`src/rtl/bram_bist_pkg.sv`:
```
// Shared definitions for the block-RAM self-test initiator.
// Contents: the FSM state encoding and the test-pattern function P(a, seed, pass).
// The pattern is computed at 32 bits; callers size-cast it to their word width.
package bram_bist_pkg;

  typedef enum logic [2:0] {
    ST_IDLE,
    ST_WR,
    ST_RD,
    ST_DRAIN,
    ST_DONE
  } state_t;

  localparam int PAT_W = 32;

  // Pass 0 stores addr ^ seed and pass 1 stores its complement, so every cell
  // is exercised at both polarities. The caller zero-extends addr and seed to
  // PAT_W and truncates the result, which gives a[DW-1:0] ^ SEED.
  function automatic logic [PAT_W-1:0] bist_pattern(input logic [PAT_W-1:0] addr,
                                                    input logic [PAT_W-1:0] seed,
                                                    input logic             pass);
    logic [PAT_W-1:0] p;
    p = addr ^ seed;
    return pass ? ~p : p;
  endfunction

endpackage

```
`src/rtl/bram_bist_checker.sv`:
```
// Read-back checker. It delays the expected word, address and valid to line up with RAM read data.
// Ports: i_cmp_vld/i_exp_dat/i_cmp_addr describe a read issued this cycle; i_mem_dout is RAM data;
//        o_fail/o_fail_addr/o_err_count hold the sticky result; i_clear zeroes the result.
module bram_bist_checker
  import bram_bist_pkg::*;
#(
  parameter int DATA_WIDTH = 4,
  parameter int ADDR_WIDTH = 14,
  parameter int SYNC_READ  = 1,
  parameter int ERR_WIDTH  = 8
) (
  input  logic                  i_clk,
  input  logic                  i_rst,
  input  logic                  i_clear,
  input  logic                  i_cmp_vld,
  input  logic [DATA_WIDTH-1:0] i_exp_dat,
  input  logic [ADDR_WIDTH-1:0] i_cmp_addr,
  input  logic [DATA_WIDTH-1:0] i_mem_dout,
  output logic                  o_fail,
  output logic [ADDR_WIDTH-1:0] o_fail_addr,
  output logic [ERR_WIDTH-1:0]  o_err_count
);

  logic                  w_vld;
  logic [DATA_WIDTH-1:0] w_exp;
  logic [ADDR_WIDTH-1:0] w_addr;
  logic                  w_mismatch;

  logic                  r_fail;
  logic [ADDR_WIDTH-1:0] r_fail_addr;
  logic [ERR_WIDTH-1:0]  r_err_count;

  // A registered-DOUT RAM returns data one cycle after the address is
  // presented, so the expected word and address travel through one stage.
  generate
    if (SYNC_READ != 0) begin : g_dly
      logic                  r_vld;
      logic [DATA_WIDTH-1:0] r_exp;
      logic [ADDR_WIDTH-1:0] r_addr;

      always_ff @(posedge i_clk) begin
        if (i_rst) begin
          r_vld  <= 1'b0;
          r_exp  <= '0;
          r_addr <= '0;
        end else begin
          r_vld  <= i_cmp_vld;
          r_exp  <= i_exp_dat;
          r_addr <= i_cmp_addr;
        end
      end

      assign w_vld  = r_vld;
      assign w_exp  = r_exp;
      assign w_addr = r_addr;
    end else begin : g_nodly
      assign w_vld  = i_cmp_vld;
      assign w_exp  = i_exp_dat;
      assign w_addr = i_cmp_addr;
    end
  endgenerate

  assign w_mismatch = w_vld && (i_mem_dout != w_exp);

  always_ff @(posedge i_clk) begin
    if (i_rst || i_clear) begin
      r_fail      <= 1'b0;
      r_fail_addr <= '0;
      r_err_count <= '0;
    end else if (w_mismatch) begin
      if (r_err_count != '1) begin
        r_err_count <= r_err_count + ERR_WIDTH'(1);
      end
      // Only the first failing address is kept; later ones just count.
      if (!r_fail) begin
        r_fail      <= 1'b1;
        r_fail_addr <= w_addr;
      end
    end
  end

  assign o_fail      = r_fail;
  assign o_fail_addr = r_fail_addr;
  assign o_err_count = r_err_count;

endmodule

```
`src/rtl/bram_bist.sv`:
```
// Built-in self-test for one block RAM. It runs two write/read-back passes (pattern, then complement).
// Ports: i_start launches a test; o_mem_* drive the RAM and i_mem_dout is read back;
//        o_busy/o_done give status and o_fail/o_fail_addr/o_err_count give the result.
module bram_bist
  import bram_bist_pkg::*;
#(
  parameter int                    DATA_WIDTH = 4,
  parameter int                    ADDR_WIDTH = 14,
  parameter int                    SYNC_READ  = 1,
  parameter logic [DATA_WIDTH-1:0] SEED       = 4'h5,
  parameter int                    ERR_WIDTH  = 8
) (
  input  logic                  i_clk,
  input  logic                  i_rst,
  input  logic                  i_start,
  output logic                  o_mem_we,
  output logic [ADDR_WIDTH-1:0] o_mem_addr,
  output logic [DATA_WIDTH-1:0] o_mem_din,
  input  logic [DATA_WIDTH-1:0] i_mem_dout,
  output logic                  o_busy,
  output logic                  o_done,
  output logic                  o_fail,
  output logic [ADDR_WIDTH-1:0] o_fail_addr,
  output logic [ERR_WIDTH-1:0]  o_err_count
);

  state_t                r_state;
  state_t                w_state_nxt;
  logic [ADDR_WIDTH-1:0] r_addr;
  logic [ADDR_WIDTH-1:0] w_addr_nxt;
  logic                  r_pass;
  logic                  w_pass_nxt;
  logic                  w_start_ok;
  logic                  w_last;
  logic                  r_mem_we;
  logic [DATA_WIDTH-1:0] r_mem_din;
  logic [DATA_WIDTH-1:0] w_din_nxt;
  logic [DATA_WIDTH-1:0] w_exp_cur;

  assign w_last = (r_addr == '1);

  always_comb begin
    w_state_nxt = r_state;
    w_addr_nxt  = r_addr;
    w_pass_nxt  = r_pass;
    w_start_ok  = 1'b0;
    unique case (r_state)
      ST_IDLE, ST_DONE: begin
        if (i_start) begin
          w_state_nxt = ST_WR;
          w_addr_nxt  = '0;
          w_pass_nxt  = 1'b0;
          w_start_ok  = 1'b1;
        end
      end
      ST_WR: begin
        w_addr_nxt = r_addr + ADDR_WIDTH'(1);
        if (w_last) begin
          w_state_nxt = ST_RD;
          w_addr_nxt  = '0;
        end
      end
      ST_RD: begin
        w_addr_nxt = r_addr + ADDR_WIDTH'(1);
        if (w_last) begin
          w_addr_nxt = '0;
          // A combinational-read RAM has no outstanding data, so it skips DRAIN.
          if (SYNC_READ != 0) begin
            w_state_nxt = ST_DRAIN;
          end else if (!r_pass) begin
            w_state_nxt = ST_WR;
            w_pass_nxt  = 1'b1;
          end else begin
            w_state_nxt = ST_DONE;
          end
        end
      end
      ST_DRAIN: begin
        if (!r_pass) begin
          w_state_nxt = ST_WR;
          w_pass_nxt  = 1'b1;
        end else begin
          w_state_nxt = ST_DONE;
        end
      end
      default: begin
        w_state_nxt = ST_IDLE;
      end
    endcase
  end

  // RAM-side outputs are computed from the next state, so they are registered
  // and line up with the state they belong to.
  assign w_din_nxt = (w_state_nxt == ST_WR) ?
                     DATA_WIDTH'(bist_pattern(32'(w_addr_nxt), 32'(SEED), w_pass_nxt)) : '0;
  assign w_exp_cur = DATA_WIDTH'(bist_pattern(32'(r_addr), 32'(SEED), r_pass));

  always_ff @(posedge i_clk) begin
    if (i_rst) begin
      r_state   <= ST_IDLE;
      r_addr    <= '0;
      r_pass    <= 1'b0;
      r_mem_we  <= 1'b0;
      r_mem_din <= '0;
    end else begin
      r_state   <= w_state_nxt;
      r_addr    <= w_addr_nxt;
      r_pass    <= w_pass_nxt;
      r_mem_we  <= (w_state_nxt == ST_WR);
      r_mem_din <= w_din_nxt;
    end
  end

  bram_bist_checker #(
    .DATA_WIDTH (DATA_WIDTH),
    .ADDR_WIDTH (ADDR_WIDTH),
    .SYNC_READ  (SYNC_READ),
    .ERR_WIDTH  (ERR_WIDTH)
  ) u_checker (
    .i_clk       (i_clk),
    .i_rst       (i_rst),
    .i_clear     (w_start_ok),
    .i_cmp_vld   (r_state == ST_RD),
    .i_exp_dat   (w_exp_cur),
    .i_cmp_addr  (r_addr),
    .i_mem_dout  (i_mem_dout),
    .o_fail      (o_fail),
    .o_fail_addr (o_fail_addr),
    .o_err_count (o_err_count)
  );

  assign o_mem_we   = r_mem_we;
  assign o_mem_addr = r_addr;
  assign o_mem_din  = r_mem_din;
  assign o_busy     = (r_state == ST_WR) || (r_state == ST_RD) || (r_state == ST_DRAIN);
  assign o_done     = (r_state == ST_DONE);

endmodule

```
`config.mk`:
```
export PLATFORM = sky130hd
export DESIGN_NAME = bram_bist
export DESIGN_NICKNAME = d
export VERILOG_FILES = /design/src/rtl/bram_bist_pkg.sv /design/src/rtl/bram_bist_checker.sv /design/src/rtl/bram_bist.sv
export SDC_FILE = /design/constraint.sdc
export NUM_CORES = 1
export LEC_CHECK = 0
export CORE_ASPECT_RATIO = 0.7
export CORE_MARGIN = 3
export CORE_UTILIZATION = 35
export DETAILED_ROUTE_END_ITERATION = 10
export PLACE_DENSITY = 0.65
export SYNTH_ARGS = -nofsm -noshare
export SYNTH_HDL_FRONTEND = slang
export SYNTH_SLANG_ARGS = --single-unit
export TNS_END_PERCENT = 1
```
`constraint.sdc`:
```
create_clock -name i_clk -period 2.8 [get_ports i_clk]
set_clock_uncertainty 0.1 [all_clocks]
set_input_delay 0.56 -clock i_clk [delete_from_list [all_inputs] [get_ports i_clk]]
set_output_delay 0.56 -clock i_clk [all_outputs]
set_load 0.01 [all_outputs]
```
After elaboration in Yosys (flattened, before gate mapping)
Index checks and enable logic that the tools add are counted.
{"block": "totals", "register_bits": 65, "elab_cells": 51, "output_inout_bits": 44}
{"block": "op_classes", "muxes": 14, "n_reduce_logical": 10, "n_eq_ne": 8, "n_bitwise": 6, "add_sub_neg": 2}
{"op": "2-to-1 mux 14 bit", "n": 2}
{"op": "one-hot mux 14 bit (2 select lines)", "n": 1}
{"op": "adder 14 x 1 -> 14 bit, second input constant", "n": 1}
{"op": "== test 14 bit, second input constant", "n": 1}
{"op": "2-to-1 mux 3 bit", "n": 4}
{"op": "one-hot mux 3 bit (4 select lines)", "n": 1}
{"op": "adder 8 x 1 -> 8 bit, second input constant", "n": 1}
{"op": "2-to-1 mux 4 bit", "n": 2}
{"op": "inequality test 8 bit, second input constant", "n": 1}
{"op": "NOT 4 bit", "n": 2}
{"op": "== test 3 x 1 -> 1 bit, second input constant", "n": 2}
{"op": "== test 3 x 2 -> 1 bit, second input constant", "n": 2}
{"op": "OR reduction 2 bit", "n": 3}
{"op": "inequality test 4 bit", "n": 1}
{"op": "NOT 2 bit", "n": 2}
{"op": "AND reduction 2 bit", "n": 2}
{"op": "== test 3 bit, second input constant", "n": 1}
{"op": "logical NOT 3 bit", "n": 1}
{"op": "logical OR 1 bit", "n": 3}
{"op": "2-to-1 mux 1 bit", "n": 3}
{"op": "NOT 1 bit", "n": 2}
{"op": "one-hot mux 1 bit (2 select lines)", "n": 1}
{"op": "logical AND 1 bit", "n": 1}

Longest topological paths before layout
Gate-level depths: netlist (run 1).
{"block": "depth", "depth_word": 6, "mapped_depth": 6}

Cells and area by module
A second synthesis (run 1) with hierarchy kept.
{"block": "unflattened", "hier_cells": 305, "area_unflattened_um2": 2806.4}
{"mod": "bram_bist_checker", "instances": 1, "cells_per_inst": 166, "seq_area_each_um2": 840.8, "area_each_um2": 1586.5}
{"mod": "bram_bist", "instances": 1, "cells_per_inst": 139, "seq_area_each_um2": 460.4, "area_each_um2": 1219.9}

Worst setup path before layout (run 1)
OpenSTA, ideal clock, no wires.
{"block": "synth_path", "path_type": "input to register", "from": "in i_mem_dout[3]", "to": "reg u_checker.r_fail_addr[10], in the netlist u_checker.o_fail_addr[10]", "required_time_ps": 2583, "path_buffers": 1, "arrival_time_ps": 1684, "path_slack_ps": 899, "stages": 6, "cell_sequence": "xor2_1 o41ai_4 nor2_2 buf_6 mux2i_1 nor2_1"}
{"block": "synth_via", "elab_chain_len": 3}
{"item": "from (decl)", "line": "bram_bist.sv:19", "text": "input logic [DATA_WIDTH-1:0] i_mem_dout,"}
{"item": "inequality test 4 bit", "line": "bram_bist_checker.sv:63", "text": "assign w_mismatch = w_vld && (i_mem_dout != w_exp);"}
{"item": "logical AND 1 bit", "line": "bram_bist_checker.sv:63"}
{"item": "AND reduction 2 bit (no source line)"}
{"item": "to (signal assigned)", "line": "bram_bist_checker.sv:77", "text": "r_fail_addr <= w_addr;"}
{"item": "to (decl)", "line": "bram_bist_checker.sv:30", "text": "logic [ADDR_WIDTH-1:0] r_fail_addr;"}
Every way passes these cells.
A chain may end at the register's enable or synchronous reset.

Worst setup path after layout (run 1)
{"block": "layout_path", "from": "reg r_state[2]", "to": "out o_done"}
{"block": "layout_via", "elab_chain_len": 1}
{"item": "from (decl)", "line": "bram_bist.sv:27", "text": "state_t r_state;"}
{"item": "from (signal assigned)", "line": "bram_bist.sv:106", "text": "r_state <= w_state_nxt;"}
{"item": "== test 3 bit", "line": "bram_bist.sv:136", "text": "assign o_done = (r_state == ST_DONE);"}
{"item": "to (decl)", "line": "bram_bist.sv:21", "text": "output logic o_done,"}
Every way passes these cells.

==> impl_metrics.ini, run 1 <==
[sta]
hold_viol = 0
worst_slew_margin_rel_pct = 40.45
rsz0062_at_grt = false
post-route-period-util_pct = 91.90
drv_slew = 0
setup_viol = 0
tightestPinTransition_ns = 0.8923
fmax_mhz = 388.6
fin_crit_ns = 2.573
final.setup.tns_ns = 0

[die]
rows = 25
initial_core_util_pct = 37.79
chipWidth_um = 110.4
coreArea_um2 = 7069
dieArea_um2 = 8734
boundaryPins = 51
die_h_um = 79.10

[routing]
drc_errors = 0
met2_length_um = 2514
wl_met1_um = 3020
drt-vias-per-instance = 4.808
drt_wl_total_um = 5935
routedWlPerCell_um = 13.58
topRoutingLayerUsed = met4
vias = 2101
ant_nets = 0
drt_iter0_drc = 139
dr_wl_met3_um = 369
dr.pass1.iters = 5

[critical_path]
cp-start-kind = flip-flop
critPathMaxFanout = 8
cpMaxStageDelayCell = clkdlybuf4s50_1
cp-endpoint = o_done
reg2reg_slack_ns = 0.75
critPathMaxStageDelay_ns = 0.59
worstPathArrival_ns = 1.91
path_buf_inv = 2
r2r-start = r_state[0]
path_class = flip-flop to output port
rr_worst_depth = 5
cp_cell_sequence = inv_1 > nor3_1 > clkdlybuf4s50_1
r2r-end = o_mem_addr[6]
required_ns = 2.14
path_depth = 3
cp_top_family = buffers and inverters
crit_path_end_kind = output port
crit_start = r_state[2]

[flow_run]
maxCapViolCount = 0

[grt]
grt_overflow = 0
grt_util_all_layers_pct = 14.58
grt_antenna_before_repair = 0
grt_max_degree = 27
grt_pass1_vias = 2099
grt_pass1_wl_um = 10310

[clocking]
clock_path_buffers = 2
cts.sinks = 65
cts-root-buf = clkbuf_8
ctsHoldBuffers = 0
postCtsSetupBuffers = 0
clkLatencyLatePin_ns = 0.33
cts_tree = built
clkTransAtPathRegs_ns = 0.08
post_cts_resized = 0
htreeDepth = 3
cts_buffers = 9

[yosys]
synth_seq_cells = 65
muxShareOfSynthArea_pct = 6.745
async_flop_share_pct = 0
syn-cell-area_um2 = 2671
synth_edf_count = 0
syn-num-nets = 290
synth-simple-area-share_pct = 23.47
syn-instance-count = 281
synth-compound-area-share_pct = 8.899
yosysWarnings = 0
synth_top_family_by_area = simple AND/OR/NAND/NOR gates
synth_ff_type = dfxtp_1
synth.yosys.seq_area_share_pct = 48.71
synth_xor_area_share_pct = 7.869
synthDistinctLibCells = 49
synthAdderAreaFrac_pct = 0.9368
avgSynthCellArea_um2 = 9.506

[final_layout]
antenna_cells = 0
areaGrowthSynthToFinish_pct = 32.08
layout_common_cells = dfxtp_1, nor2_1, clkdlybuf4s50_1
drive_gt1_share_pct = 10.79
finalNetCount = 347
final_common_cell = dfxtp_1
post-route-util_pct = 49.91
fillerInstances = 680

[worst_hold_path]
worstHoldPathCells = 2
hp-class = flip-flop to flip-flop

[power_and_ir_drop]
p_leak_nw = 1.266
powerDensity_nw_per_um2 = 548.7
irDropWorstVdd_mv = 0.2038

[placed_design]
hpwlAfterDp_um = 4331
io_buffers = 50
gp_congestion = 0.8465

[run_status]
status = finished clean
-- worst min path at each step --
stage	startpoint	end	slack, ns
2_1_floorplan	u_checker.g_dly.r_addr[10]	u_checker.o_fail_addr[10]	0.34
3_3_place_gp	u_checker.g_dly.r_addr[2]	u_checker.o_fail_addr[2]	0.35
3_5_place_dp	u_checker.g_dly.r_addr[3]	u_checker.o_fail_addr[3]	0.36
4_1_cts	u_checker.g_dly.r_addr[12]	u_checker.o_fail_addr[12]	0.37
5_1_grt	u_checker.g_dly.r_addr[12]	u_checker.o_fail_addr[12]	0.39
6_report	u_checker.g_dly.r_addr[3]	u_checker.o_fail_addr[3]	0.36
-- state kept, by name (all words and copies together) (netlist names) --
name                    count
u_checker.o_fail_addr      14
u_checker.o_err_count       8
o_mem_addr                 14
u_checker.g_dly.r_vld       1
r_state                     3
r_pass                      1
o_mem_din                   4
o_mem_we                    1
u_checker.o_fail            1
u_checker.g_dly.r_exp       4
u_checker.g_dly.r_addr     14
-- logic make-up after synthesis --
logic type | count (synthesis)
compound gates | 28
simple gates | 124
flops | 65
buf+inv | 20
xor+xnor | 24
fa+ha+maj | 2
mux | 18
-- final cells by class --
type                    instances  area, um^2  area share (%)
flip-flops and latches         65        1301           36.88
multi-input cells             196        1280           36.28
repair buffers                 58       573.1           16.24
clock buffers                   9       123.9           3.511
well taps                      94       117.6           3.333
clock inverters                 7       102.6           2.908
inverters                       8       30.03          0.8511
-- synthesized netlist by cell type (all sizes together), types with 2 or more instances --
library cell / instances / area [um^2]
clkbuf: 5 / 20.01
a31oi: 2 / 12.51
o21ai: 5 / 28.78
nand2b: 2 / 12.51
nand4: 6 / 37.54
o41ai: 2 / 36.29
nand2: 17 / 63.81
nor4: 4 / 46.29
or3: 5 / 31.28
a21oi: 7 / 38.79
mux2i: 18 / 180.2
xnor2: 11 / 96.34
nand3: 10 / 50.05
dfxtp: 65 / 1301
nor2b: 16 / 100.1
nor3: 4 / 25.02
xor2: 13 / 113.9
a2bb2oi: 2 / 30.03
nor3b: 2 / 20.02
nor2: 53 / 201.5
buf: 7 / 40.03
ha: 2 / 25.02
inv: 8 / 30.03
-- layer usage --
layer	global-route usage (%)	up-vias
li1	-	1069
met1	19.84	975
met2	21.31	52
met3	5.331	5
met4	5.043	0
met5	0	-
-- power by group --
part	leakage (nW)	switching, mW	total (mW)	internal (mW)
sequential	0.525	0.00854	0.943	0.934
combinational	0.630	0.0610	0.112	0.0509
clock	0.110	0.373	0.881	0.508
-- worst reg2reg max path: cells and delay by family (launching register included) --
kind	cells	cell delay (ns)
DFF	1	0.63
xor gates and xnor gates	2	0.54
and+or+nand+nor	2	0.45
AOI/OAI and AO/OA	1	0.20
-- per-stage QoR --
stage	area (um^2)	hold WS, ns	instances	power [mW]	setup WS [ns]
detailed placement	3302	0.3565	421	1.077	0.1007
global route	3528	0.3926	437	2.017	0.08579
CTS	3528	0.3695	437	1.965	0.2127
finish	3528	0.3648	437	1.936	0.2267
global placement	3302	0.3468	421	1.076	0.1423
floorplan	2671	0.3403	281	1.031	0.8987
Power figures use the tool's default switching activity.
==> inputs of run 2 (changes only) <==
--- a/config.mk
+++ b/config.mk
@@ -9,7 +9,6 @@
 export CORE_MARGIN = 3
 export CORE_UTILIZATION = 35
 export DETAILED_ROUTE_END_ITERATION = 10
-export PLACE_DENSITY = 0.65
 export SYNTH_ARGS = -nofsm -noshare
 export SYNTH_HDL_FRONTEND = slang
 export SYNTH_SLANG_ARGS = --single-unit
==> run 2 against run 1 <==
Clock power grew 2%. Clock-buffer cell count is the same. Sequential share of layout area grew 0.13 points. Critical path depth is the same. First-iteration DRC count shrank 40%. Wire length grew 1.8%. Critical path type unchanged. Critical endpoint unchanged.
==> impl_metrics.ini, run 2 (same netlist as run 1, synthesis figures left out) <==
[routing]
drt_wl_total_um = 6043
drt_iter0_drc = 84
dr.pass1.iters = 4
drc_errors = 0
ant_nets = 0
vias = 2084
routedWlPerCell_um = 13.83
drt-vias-per-instance = 4.769

[sta]
rsz0062_at_grt = false
worst_hold_slack_ns = 0.3722
fmax_mhz = 386.8
worst_slew_margin_rel_pct = 40.33
hold_viol = 0
drv_slew = 0
setup_viol = 0
post-route-period-util_pct = 92.33
finalWorstSetupSlack_ns = 0.2147
final.setup.tns_ns = 0
tightestPinTransition_ns = 0.8941
fin_crit_ns = 2.585

[final_layout]
areaGrowthSynthToFinish_pct = 31.62
drive_gt1_share_pct = 10.79
antenna_cells = 0
post-route-util_pct = 49.73
layout_common_cells = dfxtp_1, nor2_1, clkdlybuf4s50_1
finalNetCount = 347
final_common_cell = dfxtp_1

[clocking]
htreeDepth = 3
clock_path_buffers = 2
postCtsSetupBuffers = 0
post_cts_resized = 0
cts_buffers = 9
cts.sinks = 65
cts-root-buf = clkbuf_8
cts_tree = built
clkTransAtPathRegs_ns = 0.08
ctsHoldBuffers = 0
clkLatencyLatePin_ns = 0.34

[die]
rows = 25
chipWidth_um = 110.4
coreArea_um2 = 7069
dieArea_um2 = 8734
initial_core_util_pct = 37.79
boundaryPins = 51
die_h_um = 79.10

[power_and_ir_drop]
p_leak_nw = 1.260
finalPower_mw = 1.948
irDropWorstVdd_mv = 0.2752
powerDensity_nw_per_um2 = 554.2

[critical_path]
r2r-start = o_mem_addr[7]
rr_worst_depth = 4
path_class = flip-flop to output port
worstPathArrival_ns = 1.93
critPathMaxFanout = 8
required_ns = 2.14
reg2reg_slack_ns = 0.78
crit_path_end_kind = output port
r2r-end = o_mem_addr[6]
cp-start-kind = flip-flop

[grt]
grt_pass1_vias = 2021
grt_overflow = 0
grt_max_degree = 16
grt_pass1_wl_um = 10090
grt_antenna_before_repair = 0
grt_util_all_layers_pct = 14.44

[flow_run]
maxCapViolCount = 0

[run_status]
status = finished clean

[worst_hold_path]
hp-class = flip-flop to flip-flop
holdPathEnd = u_checker.o_fail_addr[13]
hp-start = u_checker.g_dly.r_addr[13]
worstHoldPathCells = 2

[placed_design]
gp_congestion = 0.8661
hpwlAfterDp_um = 4384
dp_slack_ns = 0.09864
io_buffers = 50
-- run 2: changes by cell type in the layout (fill, tap and decap cells not counted) --
| cell | change |
|---|---|
| inv_6 | +1 |
| clkinv_4 | -1 |
| buf_12 | -1 |
| buf_4 | +1 |
-- run 2: metal layers --
| layer | GRT usage [%] | up-vias | share of wire [%] |
|---|---|---|---|
| met1 | 20.34 | 963 | 54 |
| met5 | 0 | - | 0 |
| met4 | 4.797 | 0 | 1.1 |
| met3 | 4.950 | 8 | 4.7 |
| met2 | 20.58 | 43 | 40 |
| li1 | - | 1070 | - |
-- run 2: how the worst max path moves through the flow --
stage             startpoint                         to  depth (start not counted)
2_1_floorplan  i_mem_dout[3]  u_checker.o_fail_addr[10]                          6
3_3_place_gp   i_mem_dout[3]   u_checker.o_fail_addr[0]                          6
3_5_place_dp   i_mem_dout[0]   u_checker.o_fail_addr[3]                          6
4_1_cts           r_state[2]                     o_done                          3
5_1_grt           r_state[2]                     o_done                          3
6_report          r_state[2]                     o_done                          3
-- run 2: final cells by class --
cell class | instances | area, um^2
sequential | 65 | 1301
multi-input combinational | 196 | 1280
timing repair buffer | 58 | 560.5
clock inverter | 7 | 102.6
inverter | 8 | 30.03
clock buffer | 9 | 123.9
tap | 94 | 117.6
fill | 708 | 3553
-- run 2: stage by stage --
step	instance area, um^2	instances
after detailed placement	3289	421
after global routing	3516	437
final	3516	437
after floorplan	2671	281
after CTS	3516	437
after global placement	3289	421
-- run 2: critical path, cell delays in order (launching register included) --
cell and delay (ns):
dfxtp_1 0.49, inv_1 0.20, nor3_1 0.30, clkdlybuf4s50_1 0.59
-- run 2: power breakdown --
group          leakage [nW]  total (mW)  internal (mW)  switching (mW)
sequential            0.525       0.943          0.934         0.00832
combinational         0.624       0.110         0.0487          0.0617
clock                 0.110       0.895          0.510           0.385
==> inputs of run 3 (changes only) <==
--- a/config.mk
+++ b/config.mk
@@ -5,6 +5,7 @@
 export SDC_FILE = /design/constraint.sdc
 export NUM_CORES = 1
 export LEC_CHECK = 0
+export CAP_MARGIN = 20
 export CORE_ASPECT_RATIO = 0.7
 export CORE_MARGIN = 3
 export CORE_UTILIZATION = 35
==> results of run 3 <==
Final layout, timing and power as in run 2 (identical DEF).
